--- src/rtl/inst_fetch_unit_pkg.sv ---
// Shared definitions for the instruction fetch unit: word size, reset PC
// default and the fetch FSM state encoding.
package inst_fetch_unit_pkg;

    localparam int                 WORD_W           = 16;
    localparam logic [WORD_W-1:0]  RESET_PC_DEFAULT = '0;

    typedef enum logic [1:0] {
        IDLE = 2'd0,
        REQ  = 2'd1,
        DROP = 2'd2
    } fetch_state_t;

endpackage

--- src/rtl/inst_fetch_unit_fetch_queue.sv ---
// Prefetch queue for the fetch unit: a small synchronous FIFO of
// {inst, pc} entries. The head entry drives the outputs directly.
// flush wins over push and pop on the same edge.
module inst_fetch_unit_fetch_queue #(
    parameter int QDEPTH = 2,
    parameter int WIDTH  = 32
) (
    input  logic                      clk,
    input  logic                      rst,
    input  logic                      push,
    input  logic                      pop,
    input  logic                      flush,
    input  logic [WIDTH-1:0]          wdata,
    output logic                      full,
    output logic                      empty,
    output logic [$clog2(QDEPTH):0]   count,
    output logic [WIDTH-1:0]          head
);

    localparam int AW = $clog2(QDEPTH);
    localparam int CW = AW + 1;

    logic [WIDTH-1:0] mem [QDEPTH];
    logic [AW-1:0]    rd_ptr;
    logic [AW-1:0]    wr_ptr;
    logic             do_push;
    logic             do_pop;

    assign do_push = push & ~flush;
    assign do_pop  = pop & ~flush & ~empty;

    // Pointer and occupancy bookkeeping; depth is a power of two so the
    // pointers wrap naturally.
    always_ff @(posedge clk or posedge rst) begin
        if (rst) begin
            rd_ptr <= '0;
            wr_ptr <= '0;
            count  <= '0;
        end else if (flush) begin
            rd_ptr <= '0;
            wr_ptr <= '0;
            count  <= '0;
        end else begin
            if (do_push) wr_ptr <= wr_ptr + AW'(1);
            if (do_pop)  rd_ptr <= rd_ptr + AW'(1);
            count <= count + CW'(do_push) - CW'(do_pop);
        end
    end

    // Entry storage; contents only matter while counted as occupied.
    always_ff @(posedge clk) begin
        if (do_push) mem[wr_ptr] <= wdata;
    end

    assign head  = mem[rd_ptr];
    assign full  = (count == CW'(QDEPTH));
    assign empty = (count == '0);

endmodule

--- src/rtl/inst_fetch_unit.sv ---
// Instruction fetch unit: owns the PC, issues one read at a time on the
// shared memory bus, buffers returned words in a prefetch queue and hands
// them to decode. A redirect flushes the queue and restarts at redirect_pc.
// Optional build macro FETCH_STATS_EN adds fetch_count / drop_count.
//
// Handshake: an instruction transfers on a cycle where inst_valid and
// inst_ready are both high; while inst_valid is high and inst_ready low,
// inst and inst_pc hold their value. On the memory side readM stays high
// from request until the cycle mem_ready is seen.
module inst_fetch_unit
    import inst_fetch_unit_pkg::*;
#(
    parameter int               WORD     = WORD_W,
    parameter int               QDEPTH   = 2,
    parameter logic [WORD-1:0]  RESET_PC = RESET_PC_DEFAULT
) (
    input  logic               clk,
    input  logic               reset,
    output logic               readM,
    output logic [WORD-1:0]    address,
    input  logic [WORD-1:0]    data,
    input  logic               mem_ready,
    input  logic               bus_busy,
    input  logic               redirect,
    input  logic [WORD-1:0]    redirect_pc,
    output logic [WORD-1:0]    inst,
    output logic [WORD-1:0]    inst_pc,
    output logic               inst_valid,
    input  logic               inst_ready,
    output fetch_state_t       fsm_state
`ifdef FETCH_STATS_EN
    ,
    output logic [WORD-1:0]    fetch_count,
    output logic [WORD-1:0]    drop_count
`endif
);

    localparam int CW = $clog2(QDEPTH) + 1;

    fetch_state_t       state;
    fetch_state_t       state_next;
    logic [WORD-1:0]    pc;
    logic               push;
    logic               pop;
    logic               q_full;
    logic               q_empty;
    logic [CW-1:0]      q_count;
    logic [2*WORD-1:0]  q_head;

    // Next-state logic. A new fetch only starts from IDLE, so at most one
    // read is outstanding; a redirect during a read waits it out in DROP.
    always_comb begin
        state_next = state;
        push       = 1'b0;
        case (state)
            IDLE: begin
                if (!redirect && !bus_busy && !q_full) state_next = REQ;
            end
            REQ: begin
                if (mem_ready) begin
                    state_next = IDLE;
                    push       = ~redirect;
                end else if (redirect) begin
                    state_next = DROP;
                end
            end
            DROP: begin
                if (mem_ready) state_next = IDLE;
            end
            default: state_next = IDLE;
        endcase
    end

    // State register.
    always_ff @(posedge clk or posedge reset) begin
        if (reset) state <= IDLE;
        else       state <= state_next;
    end

    // PC advances on each accepted word; redirect overrides. The bus
    // address is captured when a request is launched.
    always_ff @(posedge clk or posedge reset) begin
        if (reset) begin
            pc      <= RESET_PC;
            address <= '0;
        end else begin
            if (redirect)  pc <= redirect_pc;
            else if (push) pc <= pc + WORD'(1);
            if (state == IDLE && state_next == REQ) address <= pc;
        end
    end

    assign pop = inst_valid & inst_ready;

    inst_fetch_unit_fetch_queue #(
        .QDEPTH (QDEPTH),
        .WIDTH  (2*WORD)
    ) fetch_queue (
        .clk   (clk),
        .rst   (reset),
        .push  (push),
        .pop   (pop),
        .flush (redirect),
        .wdata ({data, pc}),
        .full  (q_full),
        .empty (q_empty),
        .count (q_count),
        .head  (q_head)
    );

    assign readM      = (state != IDLE);
    assign inst_valid = (q_count != '0);
    assign inst       = q_empty ? '0 : q_head[2*WORD-1:WORD];
    assign inst_pc    = q_empty ? '0 : q_head[WORD-1:0];
    assign fsm_state  = state;

    // A launch needs a free slot, so a push can never meet a full queue
    // without a simultaneous pop.
    assert property (@(posedge clk) disable iff (reset) !(push && q_full && !pop));

`ifdef FETCH_STATS_EN
    logic               discard;
    logic [WORD-1:0]    drop_inc;
    logic [WORD:0]      fetch_sum;
    logic [WORD:0]      drop_sum;

    assign discard   = mem_ready & ((state == DROP) | ((state == REQ) & redirect));
    assign drop_inc  = WORD'(discard) + (redirect ? WORD'(q_count) : '0);
    assign fetch_sum = {1'b0, fetch_count} + (WORD+1)'(push);
    assign drop_sum  = {1'b0, drop_count} + {1'b0, drop_inc};

    // Saturating statistics counters.
    always_ff @(posedge clk or posedge reset) begin
        if (reset) begin
            fetch_count <= '0;
            drop_count  <= '0;
        end else begin
            fetch_count <= fetch_sum[WORD] ? '1 : fetch_sum[WORD-1:0];
            drop_count  <= drop_sum[WORD]  ? '1 : drop_sum[WORD-1:0];
        end
    end
`else
    // Statistics counters are not built in this configuration.
`endif

endmodule

--- config.mk ---
export PLATFORM = sky130hd
export DESIGN_NAME = inst_fetch_unit
export DESIGN_NICKNAME = d
export VERILOG_FILES = /design/src/rtl/inst_fetch_unit_pkg.sv /design/src/rtl/inst_fetch_unit_fetch_queue.sv /design/src/rtl/inst_fetch_unit.sv
export SDC_FILE = /design/constraint.sdc
export NUM_CORES = 1
export LEC_CHECK = 0
export ABC_AREA = 1
export CAP_MARGIN = 20
export CELL_PAD_IN_SITES_DETAIL_PLACEMENT = 2
export CELL_PAD_IN_SITES_GLOBAL_PLACEMENT = 2
export CORE_MARGIN = 2
export CORE_UTILIZATION = 32
export CTS_CLUSTER_DIAMETER = 150
export CTS_CLUSTER_SIZE = 20
export DETAILED_ROUTE_END_ITERATION = 6
export GPL_TIMING_DRIVEN = 0
export PLACE_DENSITY = 0.84
export SETUP_SLACK_MARGIN = 0.3
export SYNTH_ARGS = -nofsm -noshare
export SYNTH_HDL_FRONTEND = slang
export SYNTH_SLANG_ARGS = --single-unit
export TNS_END_PERCENT = 100
--- constraint.sdc ---
create_clock -name clk -period 3.5 [get_ports clk]
set_clock_uncertainty 0.15 [all_clocks]
set_input_delay 0.875 -clock clk [delete_from_list [all_inputs] [get_ports clk]]
set_output_delay 0.875 -clock clk [all_outputs]
set_load 0.1 [all_outputs]
==> summary.txt, run 1 <==
Synthesis
  – Post-synth top area cell: edfxtp_1
  – Top_reg_cell synth: edfxtp_1
  – Cells after Synth: 431
  – Post-synth EDFFs: 64
  – Synth Cell Area: approximately 4400 um2
  – Flops & latches, synth: 102
  – Top cell type's share of synthesized area: between 40 and 50%
  – Yosys cell types: 28
  – Synthesis warning total: 0
  – Synthesized area per cell: 10.2 um2
  – Synth async-reset ratio: 37.3%
  – Largest cells by area after synthesis: edfxtp_1, dfrtp_1, nand2_1
  – Post-Syn Nets: 472
  – Seq/Total Area, Yosys: 65.1%

Setup path
  – R2R cell count: 5
  – CP Capture Type: primary output
  – Critical Path RT: 2470 ps
  – Arrival time at the worst endpoint: approximately 2100 ps
  – Critical-path maximum fanout: 10
  – CP Launch Type: flip-flop
  – Classification of the worst setup path: flip-flop to primary output

Timing
  – Normalized max-slew margin: 34.6%
  – Fin. Hold Viols: 0
  – Setup WS post-layout: 371 ps
  – WHS: between 300 and 400 ps
  – Actual slew at the worst max-slew pin: 978 ps
  – RSZ-0062 raised after global routing: true
  – Final setup fails: 0
  – Fmax: 0.320 GHz
  – Fin crit period: 3130 ps
  – Setup_tns: 0 ps
  – Tcrit/Tclk final: 89.4%
  – Slew Limit Fails: 0

Die
  – Placeable Area: 13,300 um2
  – Die Y: 121 um
  – Starting density of the core: 33.1%
  – Die Width: 121 um
  – Die footprint: approximately 15,000 um2
  – Core Rows: 42
  – IO Count: 90

Pwr
  – Leak: 2.39 nW
  – Part of the power in combinational logic: 32.4%
  – Net Sw Power: 1.41 mW
  – Clk pwr share: 26.3%
  – Reg power frac: around two fifths
  – Internal Power: 2.13 mW
  – Worst vdd rail ir drop: 351 uV
  – Switching Share: 39.9%
  – Power per Cell Area: 608 nW/um2

GRT
  – Initial antenna violation count: 0
  – Grt total ovfl: 0
  – First-pass GRT wire length: 21.2 mm
  – Largest net degree at the start of global routing: 39
  – Total GRT Usage: 19.1%
  – Vias in the first global route: 3,880

Detailed routing
  – Drt initial violations: 150
  – WL/cell: between 15 and 20 um
  – Residual DRC count: 0
  – DRT Wirelength: 13.2 mm
  – Via density: 4.84
  – Vias post-DR: 3,452
  – DR pass1 iterations: 4
  – Final ANT Viol Nets: 0

Clocking
  – Clk sinks: about 100
  – CTS tree: yes
  – Clock Latency Late Sink: 350 ps
  – Clock transition at path regs: 70 ps
  – CTS H-tree depth: 3
  – Longest Clk Path Bufs: 2
  – Post-CTS Setup Repair Bufs: 0
  – TritonCTS Buffers: 9
  – Clk root buf: clkbuf_16

Placed design
  – Dpl hpwl: just over 9 mm
  – Port buffer count: 88
  – GP Congestion: ~0.8
  – Place WS: 45.3 ps
  – Cell Count Post-Placement: 697

Finish
  – Final antenna diode count: 0
  – Fin nets: 573
  – Finished Core Util: 43.7%
  – Most common cell after layout, fill and taps aside: nand2_1
  – Filler cell count: 1,467
  – Most frequent cells in the layout: nand2_1, edfxtp_1, clkdlybuf4s50_1, inv_1, dfrtp_1
  – Layout cells sized above 1: approximately a fifth
  – Synth-to-Final Area Change: 32.2%
  – Cell Count, Final, Fillers Out: between 700 and 800

Flow run
  – Max-Cap Viols: 0

Min path
  – Hold Path Cell Cnt: 2
  – Worst min path class: flip-flop to flip-flop

Status
  – Status: complete, no violations
power groups by stage:
stage / sequential [mW] / combinational [mW] / clock [mW]
CTS: 1.47 / 1.17 / 0.957
finish: 1.47 / 1.15 / 0.932
detailed placement: 1.49 / 1.17 / 0
global route: 1.48 / 1.21 / 1.01
global placement: 1.48 / 1.15 / 0
floorplan: 1.88 / 0.452 / 0
worst paths after layout:
check	startpoint	to	slack [ps]
max	fetch_queue.rd_ptr$_DFFE_PP0P_	inst_pc[0]	370
min	address[2]$_DFFE_PP0P_	address[2]$_DFFE_PP0P_	350
max reg2reg	fsm_state[0]$_DFF_PP0_	fetch_queue.mem[0][23]$_DFFE_PP_	1500
min reg2reg	address[2]$_DFFE_PP0P_	address[2]$_DFFE_PP0P_	350
max in group asynchronous	reset	pc[12]$_DFFE_PP0P_	1790
min in group asynchronous	reset	address[4]$_DFFE_PP0P_	860
routing by layer:
layer	track usage [%]	vias up	share of wire, %
met4	5.60	0	1.3
met3	3.57	14	4.2
met1	24.9	1733	45
met5	0	-	0
li1	-	1625	-
met2	32.4	80	50
registers in the layout, summed over array words and instances, names as in the netlist:
signal and flops:
fetch_queue.rd_ptr 1, pc 16, fetch_queue.count 2, address 16, fetch_queue.mem 64, fsm_state 2
fetch_queue.wr_ptr 1
area by class of cell:
cell class,instances,area (um2),share of cell area [%]
Inverter,42,158,2.70
Clock buffer,11,243,4.16
Multi-Input combinational cell,269,1410,24.2
Sequential cell,102,2870,49.3
Clock inverter,5,25.0,0.429
Buffer,18,105,1.80
Tap cell,176,220,3.78
Timing Repair Buffer,90,800,13.7
worst max-delay path, stage by stage (launching register included):
cell and delay, ps:
dfrtp_1 320, buf_2 160, clkbuf_1 400, nand2_1 160, a21oi_2 170, clkdlybuf4s18_2 550
cells by family (layout without fill, tap and decap cells):
group                    count (synthesis)  count (layout)  share of synthesized area (%)
AO/OA/AOI/OAI                           71              71                           8.34
multiplexers                             3               3                           1.02
buffers and inverters                   60             166                           5.93
AND/OR/NAND/NOR                        188             188                           18.0
flip-flops                             102             102                           65.1
XOR/XNOR                                 4               4                          0.794
adder cells (fa/ha/maj)                  3               3                          0.851
cells in the mapped netlist (2+ instances only):
cell type	instances
inv_2	2
edfxtp_1	64
clkbuf_1	6
nand2_1	134
a21oi_1	36
o21ai_0	30
dfrtp_1	38
mux2_4	3
nor3_1	5
buf_6	3
nor2_2	2
ha_1	3
o211ai_1	4
xor2_1	3
inv_1	40
nand4_1	4
nand3_1	18
buf_2	8
nor2_1	19
metrics by stage:
stage / total power, mW / instance area (um2)
final: 3.55 / 5830
after detailed placement: 2.66 / 5700
after CTS: 3.59 / 5970
after global placement: 2.63 / 5630
after global routing: 3.69 / 5830
after floorplan: 2.33 / 4530
timing repair:
| action | CTS | global route |
|---|---|---|
| hold endpoints to repair | 0 | 0 |
| hold buffers | 0 | 0 |
| setup endpoints to repair | 33 | 29 |
| resized for setup | 103 | 53 |
Power figures use the tool's default switching activity.
==> run 2, diff against run 1 <==
SLEW_MARGIN = 10   (was not set)
==> run 2 against run 1 <==
  * Combinational power barely moved
  * Count of clock-buffer cells in the layout rose by 2
  * Core utilization rose by 0.34 points
  * Wire length rose by 0.61%
  * Die area did not move
  * Maximum frequency rose by 0.34%
  * Power rose by 3.4%
  * Final cell count rose by 0.14%
  * Critical path type unchanged
==> summary.txt, run 2 (synthesis results as in run 1) <==
Pwr
  – Part of the power in combinational logic: 31.3% (was 32.4%)
  – Net Sw Power: 1.41 mW (about the same)
  – Clk pwr share: 28.7% (was 26.3%)
  – Power per Cell Area: 624 nW/um2 (was 608 nW/um2)
  – Leak: 2.43 nW (was 2.39 nW)
  – Switching Share: 38.6% (was 39.9%)
  – Internal Power: 2.25 mW (was 2.13 mW)
  – Worst vdd rail ir drop: 373 uV (was 351 uV)
  – Reg power frac: 40.0% (was 41.3%)

Timing
  – Slew Limit Fails: 0 (unchanged)
  – Actual slew at the worst max-slew pin: 984 ps (was 978 ps)
  – Final setup fails: 0 (unchanged)
  – Fmax: 0.321 GHz (was 0.320 GHz)
  – Fin. Hold Viols: 0 (unchanged)
  – Setup WS post-layout: 382 ps (was 371 ps)
  – Normalized max-slew margin: 34.2% (was 34.6%)
  – WHS: 351 ps (was 346 ps)
  – Fin crit period: 3120 ps (was 3130 ps)
  – Tcrit/Tclk final: 89.1% (was 89.4%)
  – RSZ-0062 raised after global routing: true (unchanged)

Finish
  – Finished Core Util: 44.0% (was 43.7%)
  – Biggest register: fetch_queue.mem (unchanged)
  – Most frequent cells in the layout: nand2_1, edfxtp_1, clkdlybuf4s50_1, inv_1, dfrtp_1 (unchanged)
  – Max FFs per register: 64 (unchanged)
  – Synth-to-Final Area Change: 33.2% (was 32.2%)
  – Layout cells sized above 1: 20.4% (was 20.3%)
  – Largest regs: fetch_queue.mem (64), address (16), pc (16) (unchanged)
  – Fin nets: 574 (was 573)
  – Final antenna diode count: 0 (unchanged)
  – Most common cell after layout, fill and taps aside: nand2_1 (unchanged)

Setup path
  – Crit path launch: fetch_queue.rd_ptr$_DFFE_PP0P_ (unchanged)
  – Critical-path maximum fanout: 10 (unchanged)
  – CP Launch Type: flip-flop (unchanged)
  – CP Capture Type: primary output (unchanged)
  – CP most frequent cell: buf_2
  – Critical path's slowest cell: clkdlybuf4s18_2 (unchanged)
  – Classification of the worst setup path: flip-flop to primary output (unchanged)
  – Critical Path RT: 2470 ps (about the same)
  – FF-to-FF End: fetch_queue.mem[0][23]$_DFFE_PP_ (unchanged)
  – Arrival time at the worst endpoint: 2090 ps (was 2100 ps)
  – CP endpoint: inst[0] (was inst_pc[0])
  – Reg2Reg Launch Point: fsm_state[0]$_DFF_PP0_ (unchanged)
  – Family with the most delay on the worst path: buffers and inverters (unchanged)
  – WP buf/inv: 4 (was 3)
  – Crit-path max cell delay: 540 ps (was 550 ps)
  – FF-to-FF setup slack: 1510 ps (was 1500 ps)
  – Crit path cell chain: buf_2 -> inv_1 -> buf_2 -> nand2_1 -> a21oi_2 -> clkdlybuf4s18_2 (was buf_2 -> clkbuf_1 -> nand2_1 -> a21oi_2 -> clkdlybuf4s18_2)
  – Number of cells on the critical path: 6 (was 5)
  – R2R cell count: 5 (unchanged)

Min path
  – Hold Startpoint: address[11]$_DFFE_PP0P_ (was address[2]$_DFFE_PP0P_)
  – Worst min path class: flip-flop to flip-flop (unchanged)

Detailed routing
  – WL/cell: 18.5 um (was 18.4 um)
  – DRT Wirelength: 13.2 mm (about the same)
  – Drt initial violations: 172 (was 150)
  – Residual DRC count: 0 (unchanged)
  – DR pass1 iterations: 4 (unchanged)
  – Final ANT Viol Nets: 0 (unchanged)
  – Via density: 4.88 (was 4.84)
  – Vias post-DR: 3,487 (was 3,452)

GRT
  – Initial antenna violation count: 0 (unchanged)
  – Grt total ovfl: 0 (unchanged)
  – Largest net degree at the start of global routing: 29 (was 39)
  – Total GRT Usage: 19.0% (was 19.1%)
  – First-pass GRT wire length: 21.2 mm (about the same)
  – Vias in the first global route: 3,931 (was 3,880)

Die
  – Die footprint: 14,700 um2 (unchanged)
  – Die Width: 121 um (unchanged)
  – Die Y: 121 um (unchanged)
  – Starting density of the core: 33.1% (unchanged)
  – IO Count: 90 (unchanged)
  – Core Rows: 42 (unchanged)
  – Placeable Area: 13,300 um2 (unchanged)

Clocking
  – Longest Clk Path Bufs: 2 (unchanged)
  – CTS tree: yes (unchanged)
  – Clock Latency Late Sink: 350 ps (about the same)
  – Clk root buf: clkbuf_16 (unchanged)
  – Clk sinks: 102 (unchanged)
  – TritonCTS Buffers: 9 (unchanged)
  – CTS H-tree depth: 3 (unchanged)
  – Clock transition at path regs: 70 ps (about the same)

Placed design
  – GP Congestion: 0.823 (unchanged)
  – Port buffer count: 88 (unchanged)
  – Dpl hpwl: 9.46 mm (was 9.32 mm)
  – Place WS: 38.0 ps (was 45.3 ps)

Flow run
  – Max-Cap Viols: 0 (unchanged)

Status
  – Status: complete, no violations (unchanged)
run 2: cell count changes in the layout (fill, tap and decap cells not counted), sizes merged:
cell | before | now
clkbuf | 18 | 21
buf | 40 | 44
clkinv | 5 | 2
bufinv | 0 | 1
clkdlybuf4s18 | 5 | 1
run 2: worst min-delay path, delay by kind of cell, from the launching register on:
family | cells | cell delay (ps)
flip-flops | 1 | 350
AND/OR/NAND/NOR | 1 | 50
AO/OA/AOI/OAI | 1 | 60
run 2: what timing repair did:
item                                    4_1_cts  5_1_grt
buffers inserted                              0        0
hold buffers                                  0        0
endpoints found under the setup margin       33       30
resized for setup                           104       57
run 2: how the worst min path moves through the flow:
stage,to,slack (ps),cells past startpoint
finish,address[11]$_DFFE_PP0P_,350,2
global route,address[10]$_DFFE_PP0P_,380,2
CTS,address[2]$_DFFE_PP0P_,350,2
detailed placement,address[9]$_DFFE_PP0P_,330,2
global placement,address[8]$_DFFE_PP0P_,330,2
floorplan,fetch_queue.mem[0][15]$_DFFE_PP_,310,0
run 2: final cells by class:
cell class                      instances  area, um2
Buffer                                 18        106
Clock buffer                           13        272
Clock inverter                          3       40.0
Fill cell                            1461       7470
Inverter                               42        158
Multi-Input combinational cell        269       1410
Sequential cell                       102       2870
Tap cell                              176        220
Timing Repair Buffer                   91        800
run 2: metal layers:
| layer | track usage [%] | vias up | wire length [um] |
|---|---|---|---|
| met4 | 4.74 | 0 | 128 |
| li1 | - | 1634 | - |
| met1 | 24.2 | 1766 | 5910 |
| met3 | 3.81 | 12 | 520 |
| met5 | 0 | - | 0 |
| met2 | 32.9 | 75 | 6670 |
run 2: power by group through the flow:
stage	Clock, mW	Combinational (mW)	Sequential [mW]
after floorplan	0	0.452	1.88
after global placement	0	1.15	1.48
after detailed placement	0	1.18	1.49
after CTS	1.08	1.17	1.47
after global routing	1.11	1.20	1.48
final	1.05	1.15	1.47
run 2: metrics by stage:
stage | TNS [ps] | cells | cell area (um2) | power (mW)
floorplan | 0 | 431 | 4530 | 2.33
global placement | -3720 | 695 | 5630 | 2.63
detailed placement | 0 | 698 | 5720 | 2.66
CTS | 0 | 714 | 6040 | 3.72
global route | 0 | 714 | 5880 | 3.80
finish | 0 | 714 | 5880 | 3.67
==> run 3, diff against run 2 <==
CELL_PAD_IN_SITES_DETAIL_PLACEMENT = not set   (was 2)
CELL_PAD_IN_SITES_GLOBAL_PLACEMENT = not set   (was 2)
CORE_UTILIZATION = 51   (was 32)
==> run 3 against run 2 <==
  * Global-route usage up 2.3 points
  * Sequential power about the same
  * Final cell count shrank 10%
  * Largest power group unchanged
==> summary.txt, run 3 (synthesis results as in run 1) <==
Timing
  – Fmax: 0.324 GHz (was 0.321 GHz)
  – Normalized max-slew margin: 34.6% (was 34.2%)
  – Fin crit period: 3080 ps (was 3120 ps)
  – Slew Limit Fails: 0 (unchanged)
  – Actual slew at the worst max-slew pin: 977 ps (was 984 ps)
  – WHS: 345 ps (was 351 ps)
  – Final setup fails: 0 (unchanged)
  – Setup_tns: 0 ps (unchanged)
  – Tcrit/Tclk final: 88.1% (was 89.1%)
  – Fin. Hold Viols: 0 (unchanged)
  – RSZ-0062 raised after global routing: true (unchanged)

Die
  – IO Count: 90 (unchanged)
  – Die Width: 97.0 um (was 121 um)
  – Starting density of the core: 53.2% (was 33.1%)
  – Placeable Area: 8300 um2 (was 13,300 um2)
  – Die footprint: 9410 um2 (was 14,700 um2)
  – Die Y: 97.0 um (was 121 um)
  – Core Rows: 33 (was 42)

Finish
  – Most frequent cells in the layout: nand2_1, edfxtp_1, clkdlybuf4s50_1, inv_1, dfrtp_1 (unchanged)
  – Most common cell after layout, fill and taps aside: nand2_1 (unchanged)
  – Max FFs per register: 64 (unchanged)
  – Fin nets: 573 (was 574)
  – Largest regs: fetch_queue.mem (64), address (16), pc (16) (unchanged)
  – Layout cells sized above 1: 19.9% (was 20.4%)
  – Final antenna diode count: 0 (unchanged)
  – Synth-to-Final Area Change: 28.8% (was 33.2%)
  – Biggest register: fetch_queue.mem (unchanged)

Placed design
  – GP Congestion: 0.859 (was 0.823)
  – Dpl hpwl: 7.06 mm (was 9.46 mm)
  – Port buffer count: 88 (unchanged)

Clocking
  – Clk sinks: 102 (unchanged)
  – CTS tree: yes (unchanged)
  – Clk root buf: clkbuf_8 (was clkbuf_16)
  – Longest Clk Path Bufs: 2 (unchanged)
  – CTS H-tree depth: 3 (unchanged)
  – TritonCTS Buffers: 9 (unchanged)
  – Clock Latency Late Sink: 360 ps (was 350 ps)
  – Clock transition at path regs: 90 ps (was 70 ps)

Detailed routing
  – Vias post-DR: 3,400 (was 3,487)
  – DR pass1 iterations: 5 (was 4)
  – WL/cell: 15.4 um (was 18.5 um)
  – Residual DRC count: 0 (unchanged)
  – Final ANT Viol Nets: 0 (unchanged)
  – Via density: 5.30 (was 4.88)
  – DRT Wirelength: 9.88 mm (was 13.2 mm)
  – Drt initial violations: 162 (was 172)

Setup path
  – R2R cell count: 5 (unchanged)
  – Critical Path RT: 2470 ps (about the same)
  – CP Capture Type: primary output (unchanged)
  – Arrival time at the worst endpoint: 2060 ps (was 2090 ps)
  – Critical-path maximum fanout: 10 (unchanged)
  – Classification of the worst setup path: flip-flop to primary output (unchanged)
  – CP Launch Type: flip-flop (unchanged)

Pwr
  – Switching Share: 39.9% (was 38.6%)
  – Power per Cell Area: 587 nW/um2 (was 624 nW/um2)
  – Net Sw Power: 1.33 mW (was 1.41 mW)
  – Worst vdd rail ir drop: 521 uV (was 373 uV)
  – Leak: 2.35 nW (was 2.43 nW)
  – Internal Power: 2.01 mW (was 2.25 mW)
  – Clk pwr share: 22.6% (was 28.7%)
  – Part of the power in combinational logic: 33.7% (was 31.3%)
  – Reg power frac: 43.7% (was 40.0%)

Min path
  – Worst min path class: flip-flop to flip-flop (unchanged)
  – Hold Path Cell Cnt: 2 (unchanged)

Status
  – Status: complete, no violations (unchanged)

GRT
  – Grt total ovfl: 0 (unchanged)
  – First-pass GRT wire length: 16.1 mm (was 21.2 mm)
  – Total GRT Usage: 21.2% (was 19.0%)
  – Largest net degree at the start of global routing: 39 (was 29)
  – Initial antenna violation count: 0 (unchanged)
  – Vias in the first global route: 3,344 (was 3,931)

Flow run
  – Max-Cap Viols: 0 (unchanged)
-- run 3: cell types whose count changed in the layout (fill, tap and decap cells not counted), sizes merged --
cell           delta
clkinv            -2
clkinvlp          +1
clkbuf            +1
buf               -7
clkdlybuf4s18     +3
inv               +1
clkdlybuf4s15     +2
-- run 3: timing repair --
action | CTS | global route
endpoints found under the hold margin | 0 | 0
endpoints found under the setup margin | 33 | 31
setup buffers | 0 | 0
hold buffers | 0 | 0
gates resized for setup | 91 | 57
-- run 3: stage by stage --
step	std cells	instance area (um2)	setup slack (ps)	power, mW	utilization, %
floorplan	431	4530	369	2.33	-
CTS	642	5840	29.6	3.37	70.4
finish	642	5680	418	3.34	68.5
detailed placement	626	5610	144	2.63	67.6
global placement	624	5540	46.7	2.61	66.8
global route	642	5680	288	3.46	68.5
-- run 3: worst paths after layout --
path                                                     start                                to  slack (ps)
worst max register to register          fsm_state[0]$_DFF_PP0_  fetch_queue.mem[0][19]$_DFFE_PP_        1660
max in group asynchronous                                reset            address[6]$_DFFE_PP0P_        1850
worst max-delay path            fetch_queue.rd_ptr$_DFFE_PP0P_                          inst[10]         420
worst min-delay path                   address[12]$_DFFE_PP0P_           address[12]$_DFFE_PP0P_         340
worst min register to register         address[12]$_DFFE_PP0P_           address[12]$_DFFE_PP0P_         340
min in group asynchronous                                reset            address[2]$_DFFE_PP0P_         830
-- run 3: area by class of cell --
class | count | area, um2
Fill cell | 638 | 2620
Sequential cell | 102 | 2870
Clock inverter | 3 | 43.8
Buffer | 18 | 104
Multi-Input combinational cell | 269 | 1410
Inverter | 42 | 158
Tap cell | 105 | 131
Timing Repair Buffer | 90 | 807
Clock buffer | 13 | 159
-- run 3: worst max-delay path, stage by stage, from the launching register on --
cell and delay (ps):
dfrtp_1 330, buf_2 160, clkbuf_1 400, nand2_1 120, a21oi_2 150, clkdlybuf4s18_2 540
-- run 3: per-layer routing --
layer | vias up | global-route usage (%) | part of all wire (%)
li1 | 1637 | - | -
met1 | 1636 | 28.7 | 44
met2 | 113 | 36.6 | 49
met3 | 14 | 3.68 | 6.0
met4 | 0 | 4.12 | 0.94
met5 | - | 0 | 0
-- run 3: power groups by stage --
| stage | clock network [mW] | registers [mW] | logic [mW] |
|---|---|---|---|
| global placement | 0 | 1.48 | 1.13 |
| global route | 0.811 | 1.47 | 1.18 |
| finish | 0.754 | 1.46 | 1.13 |
| CTS | 0.764 | 1.46 | 1.14 |
| detailed placement | 0 | 1.48 | 1.15 |
| floorplan | 0 | 1.88 | 0.452 |
